**config.mk**
```make
export PLATFORM = sky130hd
export DESIGN_NAME = dmem_access_ctrl
export DESIGN_NICKNAME = d
export VERILOG_FILES = /design/src/rtl/dmem_pkg.sv /design/src/rtl/dmem_access_ctrl_arb.sv /design/src/rtl/dmem_access_ctrl.sv
export SDC_FILE = /design/constraint.sdc
export NUM_CORES = 1
export LEC_CHECK = 0
export ABC_AREA = 1
export CORE_UTILIZATION = 39
export CTS_CLUSTER_DIAMETER = 30
export DETAILED_ROUTE_END_ITERATION = 8
export HOLD_SLACK_MARGIN = 0.03
export PLACE_DENSITY = 0.76
export SYNTH_ARGS = -nofsm -noshare
export SYNTH_HDL_FRONTEND = slang
export SYNTH_SLANG_ARGS = --single-unit
```
**constraint.sdc**
```tcl
create_clock -name clk -period 1.7 [get_ports clk]
set_input_delay 0.17 -clock clk [delete_from_list [all_inputs] [get_ports clk]]
set_output_delay 0.17 -clock clk [all_outputs]
set_load 0.05 [all_outputs]
```
**src/rtl/dmem_pkg.sv**
```systemverilog
// Shared types and helpers for the data-memory access controller.
// Size encodings, FSM states and the size-to-beat-count mapping.
package dmem_pkg;

  localparam logic [1:0] SZ_NONE = 2'b00;
  localparam logic [1:0] SZ_WORD = 2'b01;
  localparam logic [1:0] SZ_BYTE = 2'b10;
  localparam logic [1:0] SZ_HALF = 2'b11;

  typedef enum logic [1:0] {
    IDLE = 2'd0,
    XFER = 2'd1,
    DONE = 2'd2
  } state_t;

  function automatic logic [2:0] beat_cnt(
    input logic [1:0] sz
  );
    logic [2:0] n;
    unique case (sz)
      SZ_WORD: n = 3'd4;
      SZ_HALF: n = 3'd2;
      SZ_BYTE: n = 3'd1;
      default: n = 3'd0;
    endcase
    return n;
  endfunction

endpackage

```
**src/rtl/dmem_access_ctrl_arb.sv**
```systemverilog
// Two-way round-robin arbiter with last-grant pointer.
// Pointer resets to port 1 so port 0 wins the first contest.
module dmem_rr_arbiter (
  input  logic clk,
  input  logic rst_n,
  input  logic en_i,
  input  logic req0_i,
  input  logic req1_i,
  output logic gnt0_o,
  output logic gnt1_o
);

  logic last_q;
  logic pick1;

  assign pick1  = req1_i & (~req0_i | ~last_q);
  assign gnt1_o = en_i & pick1;
  assign gnt0_o = en_i & req0_i & ~pick1;

  // remember which port won the last accepted grant
  always_ff @(posedge clk or negedge rst_n) begin
    if (!rst_n) begin
      last_q <= 1'b1;
    end else if (gnt0_o | gnt1_o) begin
      last_q <= gnt1_o;
    end
  end

endmodule

```
**src/rtl/dmem_access_ctrl.sv**
```systemverilog
// Byte-beat sequencer/arbiter in front of the byte-wide data memory.
// Optional request rejection: define DMEM_ALIGN_CHECK_EN.
module dmem_access_ctrl
  import dmem_pkg::*;
#(
  parameter int DEPTH = 40,
  parameter int AW    = 6
) (
  input  logic          clk,
  input  logic          rst_n,
  input  logic          req0,
  input  logic          req1,
  input  logic          we0,
  input  logic          we1,
  input  logic [1:0]    size0,
  input  logic [1:0]    size1,
  input  logic [31:0]   addr0,
  input  logic [31:0]   addr1,
  input  logic [31:0]   wdata0,
  input  logic [31:0]   wdata1,
  output logic          gnt0,
  output logic          gnt1,
  output logic          done,
  output logic          done_id,
  output logic [31:0]   rdata,
  output logic          err,
  output logic          busy,
  output logic [AW-1:0] mem_addr,
  output logic          mem_we,
  output logic [7:0]    mem_wdata,
  input  logic [7:0]    mem_rdata
);

  localparam logic [AW:0] DEPTH_L = (AW+1)'(DEPTH);

  state_t        state_q;
  logic          we_q;
  logic [1:0]    size_q;
  logic [AW-1:0] addr_q;
  logic [31:0]   wdata_q;
  logic [2:0]    n_q;
  logic [1:0]    beat_q;
  logic          owner_q;
  logic          err_q;
  logic [31:0]   rbuf_q;

  logic          sel_we;
  logic [1:0]    sel_size;
  logic [31:0]   sel_addr;
  logic [31:0]   sel_wdata;
  logic [2:0]    sel_n;
  logic          rej;
  logic          xfer;
  logic          last;
  logic          in_rng;
  logic [AW-1:0] mem_a;
  logic [2:0]    bidx;
  logic [31:0]   wsh;
  logic [7:0]    rd_byte;
  logic [31:0]   ext;

  dmem_rr_arbiter u_arb (
    .clk    (clk),
    .rst_n  (rst_n),
    .en_i   (state_q == IDLE),
    .req0_i (req0),
    .req1_i (req1),
    .gnt0_o (gnt0),
    .gnt1_o (gnt1)
  );

  assign sel_we    = gnt1 ? we1    : we0;
  assign sel_size  = gnt1 ? size1  : size0;
  assign sel_addr  = gnt1 ? addr1  : addr0;
  assign sel_wdata = gnt1 ? wdata1 : wdata0;
  assign sel_n     = beat_cnt(sel_size);

`ifdef DMEM_ALIGN_CHECK_EN
  logic        mis;
  logic [32:0] end_a;
  assign mis = ((sel_size == SZ_WORD) & (sel_addr[1:0] != 2'b00))
             | ((sel_size == SZ_HALF) & sel_addr[0]);
  assign end_a = {1'b0, sel_addr} + {30'b0, sel_n};
  assign rej = mis
             | (sel_size == SZ_NONE)
             | (end_a > 33'(DEPTH));
`else
  logic unused_hi;
  assign unused_hi = ^sel_addr[31:AW];
  assign rej = 1'b0;
`endif

  assign xfer    = (state_q == XFER);
  assign mem_a   = addr_q + AW'(beat_q);
  assign in_rng  = {1'b0, mem_a} < DEPTH_L;
  assign last    = ({1'b0, beat_q} == (n_q - 3'd1));
  assign bidx    = n_q - 3'd1 - {1'b0, beat_q};
  assign wsh     = wdata_q >> {bidx[1:0], 3'b000};
  assign rd_byte = in_rng ? mem_rdata : 8'h00;

  assign mem_addr  = xfer ? mem_a : '0;
  assign mem_we    = xfer & we_q & in_rng;
  assign mem_wdata = xfer ? wsh[7:0] : 8'h00;

  assign busy    = (state_q != IDLE);
  assign done    = (state_q == DONE);
  assign done_id = done & owner_q;
  assign err     = done & err_q;

  // extend the assembled read bytes by access size
  always_comb begin
    ext = 32'h0;
    unique case (size_q)
      SZ_WORD: ext = rbuf_q;
      SZ_HALF: ext = {{16{rbuf_q[15]}}, rbuf_q[15:0]};
      SZ_BYTE: ext = {{24{rbuf_q[7]}}, rbuf_q[7:0]};
      default: ext = 32'h0;
    endcase
  end

  assign rdata = (done & ~we_q & ~err_q) ? ext : 32'h0;

  // transaction FSM: latch winner, run beats, one-cycle done
  always_ff @(posedge clk or negedge rst_n) begin
    if (!rst_n) begin
      state_q <= IDLE;
      we_q    <= 1'b0;
      size_q  <= SZ_NONE;
      addr_q  <= '0;
      wdata_q <= 32'h0;
      n_q     <= 3'd0;
      beat_q  <= 2'd0;
      owner_q <= 1'b0;
      err_q   <= 1'b0;
      rbuf_q  <= 32'h0;
    end else begin
      unique case (state_q)
        IDLE: begin
          if (gnt0 | gnt1) begin
            we_q    <= sel_we;
            size_q  <= sel_size;
            addr_q  <= sel_addr[AW-1:0];
            wdata_q <= sel_wdata;
            n_q     <= sel_n;
            beat_q  <= 2'd0;
            owner_q <= gnt1;
            err_q   <= rej;
            rbuf_q  <= 32'h0;
            if (rej || sel_n == 3'd0) begin
              state_q <= DONE;
            end else begin
              state_q <= XFER;
            end
          end
        end
        XFER: begin
          if (!we_q) begin
            rbuf_q <= {rbuf_q[23:0], rd_byte};
          end
          beat_q <= beat_q + 2'd1;
          if (last) begin
            state_q <= DONE;
          end
        end
        DONE: begin
          state_q <= IDLE;
        end
        default: begin
          state_q <= IDLE;
        end
      endcase
    end
  end

endmodule

```
# Word level (Yosys, flattened, before mapping)
# Cells that the tools add are included.
# word_totals
wordCells	69
ff_bits	82
input_bits	146
output_inout_bits	53
# classes
magnitude_cmp	1
add_sub_neg	4
n_bitwise	14
n_mux	19
n_shift	1
eq_ne	12
reduce_logical	8
# ops
cell	n
32-bit 2-to-1 mux	4
32-bit case mux with 3 select lines	1
32-bit case mux with 2 select lines	1
32-bit by 5-bit >> shifter with 8-bit output	1
8-bit 2-to-1 mux	2
6-bit 2-to-1 mux	2
2-bit == test, second input constant	5
2-bit 2-to-1 mux	5
3-bit case mux with 3 select lines	1
1-bit bitwise AND	8
2-bit case mux with 2 select lines	2
6-bit by 2-bit adder with 6-bit output	1
2-bit by 1-bit == test with 1-bit output, second input constant	3
6-bit < comparator, second input constant	1
2-bit AND reduction	3
2-bit inequality test, second input constant	2
1-bit NOT	4
2-bit nonzero test	2
2-bit by 3-bit == test with 1-bit output	1
3-bit zero test	1
3-bit AND reduction	1
3-bit by 1-bit subtractor with 3-bit output, second input constant	1
2-bit by 1-bit adder with 2-bit output, second input constant	1
2-bit zero test	1
4 further kinds	5

# Depth between registers and ports, before layout
# Gate-level depths: netlist (run 1).
# logic_depth
ltp_word	11
mapped_depth	11
ltp_nobuf	11

# Hierarchy
# Synthesis (run 1) repeated with hierarchy kept, for this count alone.
# unflattened
hier_cells	640
area_unflattened_um2	4594.4
# modules_own_cells
module	seq_area_each_um2	instances	cells_each	area_each_um2
dmem_access_ctrl	2026.9	1	632	4539.4
dmem_rr_arbiter	26.3	1	8	55.1

# Worst setup path after synthesis (run 1)
# No wires, ideal clock.
# synth_timing
path_type	reg-to-output
startpoint	register beat_q[0]
endpoint	output port mem_we
required_ns	1.530
setup_slack_ns	-0.568
path_stages_with_launch	9
arrival_ns	2.098
n_path_buf	0
path_cell_list	dfrtp_1 ha_1 inv_1 fa_1 nor2_1 nand2_1 nand2_1 nand2_1 a21oi_1
# synth_via
elab_chain_cells	3
# synth_lines
item	line	rtl
from (decl)	dmem_access_ctrl.sv:42	logic [1:0] beat_q;
from (signal assigned)	dmem_access_ctrl.sv:160	beat_q <= beat_q + 2'd1;
6-bit by 2-bit adder with 6-bit output	dmem_access_ctrl.sv:94	assign mem_a = addr_q + AW'(beat_q);
6-bit < comparator	dmem_access_ctrl.sv:95	assign in_rng = {1'b0, mem_a} < DEPTH_L;
1-bit bitwise AND	dmem_access_ctrl.sv:102	assign mem_we = xfer & we_q & in_rng;
to (decl)	dmem_access_ctrl.sv:29	output logic mem_we,
# Every way passes these cells.

# Final worst setup path (run 1)
# layout_timing
startpoint	register beat_q[0]
endpoint	output port mem_wdata[7]
# layout_via
elab_chain_cells	3
# layout_lines
item	line	rtl
2-bit subtractor	dmem_access_ctrl.sv:97	assign bidx = n_q - 3'd1 - {1'b0, beat_q};
32-bit by 5-bit >> shifter with 8-bit output	dmem_access_ctrl.sv:98	assign wsh = wdata_q >> {bidx[1:0], 3'b000};
8-bit 2-to-1 mux	dmem_access_ctrl.sv:103	assign mem_wdata = xfer ? wsh[7:0] : 8'h00;
to (decl)	dmem_access_ctrl.sv:30	output logic [7:0] mem_wdata,
# Every way passes these cells.

==> flow_summary.json, run 1 <==
{
  "outcome": "finished, violations left",
  "violations": "negative setup slack",
  "arrival_ns": 2.01,
  "ant_nets": 0,
  "syn_area_per_cell_sq_um": 7.16,
  "antenna_found_initial": 0,
  "holdWs_ns": 0.333,
  "root_buffer": "clkbuf_16",
  "ys_seq_area_share_pct": 43.2,
  "die_h_um": 112,
  "finalSetupViolCount": 48,
  "synth_cells": 663,
  "io_pins": 199,
  "pwr_density_cell_mw_per_mm2": 2020,
  "synth_warnings": 0,
  "worst_path_largest_cell_delay_ns": 0.40,
  "antenna_cells": 0,
  "core.rowCount": 39,
  "final.setup.worst_slack_ns": -0.476,
  "io_buffer_count": 145,
  "synth_compound_area_share_pct": 9.09,
  "synth-simple-area-share_pct": 35.1,
  "clockBufferDepth": 2,
  "clock_sinks": 82,
  "finalCritPeriodShare_pct": 128,
  "synth.cell_area_sq_mm": 0.00475,
  "syn-num-nets": 814,
  "ys_types": 36,
  "total_power_w": 0.0175,
  "synth_mux_area_share_pct": 0,
  "vdd_drop_max_mv": 2.12,
  "power.leakage_nw": 4.15,
  "grt_pass1_wl_mm": 26.7,
  "drc": 0,
  "cts_tree": "yes",
  "start_kind": "flip-flop",
  "cp_common_cell": "buf_12",
  "core_sq_mm": 0.0117,
  "hold_violations": 0,
  "avgViaCountPerCell": 5.59,
  "track_usage_pct": 26.8,
  "synth_seq_cells": 82,
  "cts_htree_levels": 3,
  "die_x_um": 112,
  "synth_top_family_by_area": "simple AND/OR/NAND/NOR gates",
  "fin_nets": 1010,
  "drtIter0Drc": 405,
  "cp_cell_sequence": "buf_4 > ha_4 > buf_12 > nor2_1 > a21oi_1 > nand3_1 > nand2_2 > nor2_4 > buf_12",
  "holdCritPathClass": "input port to asynchronous set/reset pin",
  "die_area_sq_mm": 0.0126,
  "crit_buf_inv": 3,
  "routedWlPerCell_um": 17.8,
  "vias": 5633,
  "wirelength_mm": 17.9,
  "first_global_vias": 5598,
  "grt_max_degree": 36,
  "crit_fanout": 10,
  "fmax_mhz": 460,
  "synthAdderAreaFrac_pct": 1.48,
  "cts.clk_slew.worst_paths_ns": 0.07,
  "maxCapViolations": 0,
  "crit_slowest_cell": "dfrtp_1",
  "areaGrowthSynthToFinish_pct": 82.0,
  "crit_family": "buffers and inverters",
  "start_util_pct": 40.7,
  "crit_required_ns": 1.53,
  "yosys.area_share.xor_xnor_pct": 0.184,
  "layout-drive-gt1-share_pct": 36.9,
  "dr.pass1.iters": 6,
  "endpoint_kind": "output port",
  "drv_slew": 0,
  "finalCriticalPeriod_ns": 2.18,
  "gp_congestion": 0.794,
  "place_hpwl_mm": 11.0,
  "rsz0062_at_grt": "yes",
  "critPathKind": "flip-flop to output port",
  "cts_buffers": 9,
  "nFillCells": 735,
  "clk_latency_ns": 0.34,
  "grt_overflow_total": 0,
  "finClkSkew_ns": 0.00960
}
-- final timing paths --
kind                              from            to  slack (ns)  cells past startpoint
max                          beat_q[0]  mem_wdata[7]       -0.48                      9
min                              rst_n   wdata_q[12]        0.33                      2
max reg2reg                  addr_q[0]     rbuf_q[3]       -0.20                     12
min reg2reg                wdata_q[28]   wdata_q[28]        0.48                      2
max in group asynchronous        rst_n    rbuf_q[20]        0.76                      3
min in group clk             wdata1[6]    wdata_q[6]        0.41                      3
-- logic make-up after synthesis --
kind of cell,Yosys count
buf+inv,118
other cells,1
simple gates,386
compound gates,70
fa+ha+maj,5
xor+xnor,1
flops,82
-- sequential cells by signal, indices dropped and copies added, names as in the netlist --
signal        count
wdata_q          32
beat_q            2
rbuf_q           32
we_q              1
n_q               3
state_q           2
size_q            2
owner_q           1
u_arb.last_q      1
addr_q            6
-- cell type report --
class	instances	area, sq um	share of cell area (%)
inverters	80	370	4.29
clock buffers	9	225	2.61
clock inverters	7	92.6	1.07
well taps	143	179	2.07
flip-flops and latches	82	2060	23.8
repair buffers	222	2680	31.0
multi-input cells	464	3040	35.2
-- cell usage after synthesis, drive strengths merged --
master    n  area share (%)
a21oi    24             2.6
conb      1           0.079
and2      1            0.13
o22ai     5            0.66
dfstp     1            0.55
a22oi    10             1.6
ha        4             1.1
nand3    89             9.4
nand2   231              19
clkbuf    9            0.74
nor3      2            0.32
o211ai   17             2.7
o21ai    14             1.6
xnor2     1            0.18
nand4    13             1.7
buf      29             3.7
fa        1            0.42
nor2     48             4.6
inv      80             6.4
or2       1            0.13
dfrtp    81              43
nand3b    1            0.24
-- per-layer routing --
metal	global-route usage, %	wire length [um]
met1	29.7	6340
met2	47.9	9360
met3	5.99	1210
met4	14.6	970
met5	0	0
-- where the power goes --
| part | switching [W] | internal [W] |
|---|---|---|
| sequential | 0.000631 | 0.00280 |
| clock | 0.000828 | 0.00129 |
| combinational | 0.00703 | 0.00492 |
-- what timing repair did --
item                                   in CTS  in global routing
pin swaps                                  32                 28
setup endpoints to repair                  58                107
gates cloned                                2                  1
resized for setup                         129                 81
endpoints found under the hold margin      32                  0
setup buffers                              14                 11
hold buffers                                1                  0
-- placed cells by master, fill, tap and decap left out, types with 4 or more instances in the layout --
cell	instances
nor2_1	10
nand2_2	19
inv_4	7
nand3_1	82
o21ai_2	6
nand2_4	39
nor2_2	10
inv_1	49
buf_4	55
buf_8	11
a21oi_4	11
nand2_1	171
dfrtp_1	78
a22oi_1	10
o211ai_1	17
clkbuf_16	10
a21oi_1	9
nor2_4	27
buf_12	49
clkdlybuf4s50_1	92
clkinvlp_4	10
buf_6	12
a21oi_2	4
nand3_2	7
inv_2	12
nand4_1	13
o22ai_1	5
-- stage by stage --
step / std cells / util (%) / instance area [sq um] / setup TNS (ns) / setup WS (ns)
finish: 1007 / 74.1 / 8640 / -9.18 / -0.476
global placement: 964 / 62.8 / 7330 / -1.72 / -0.134
global route: 1007 / 74.1 / 8640 / -12.80 / -0.530
floorplan: 663 / - / 5090 / -1.95 / -0.199
CTS: 997 / 70.7 / 8250 / -6.24 / -0.396
detailed placement: 964 / 62.8 / 7330 / -3.01 / -0.225
Power figures use the tool's default switching activity.
==> run 2, diff against run 1 <==
- SLEW_MARGIN: unset -> 20
==> results of run 2 <==
Same layout as run 1: the final DEF is identical, and so are final timing and power.
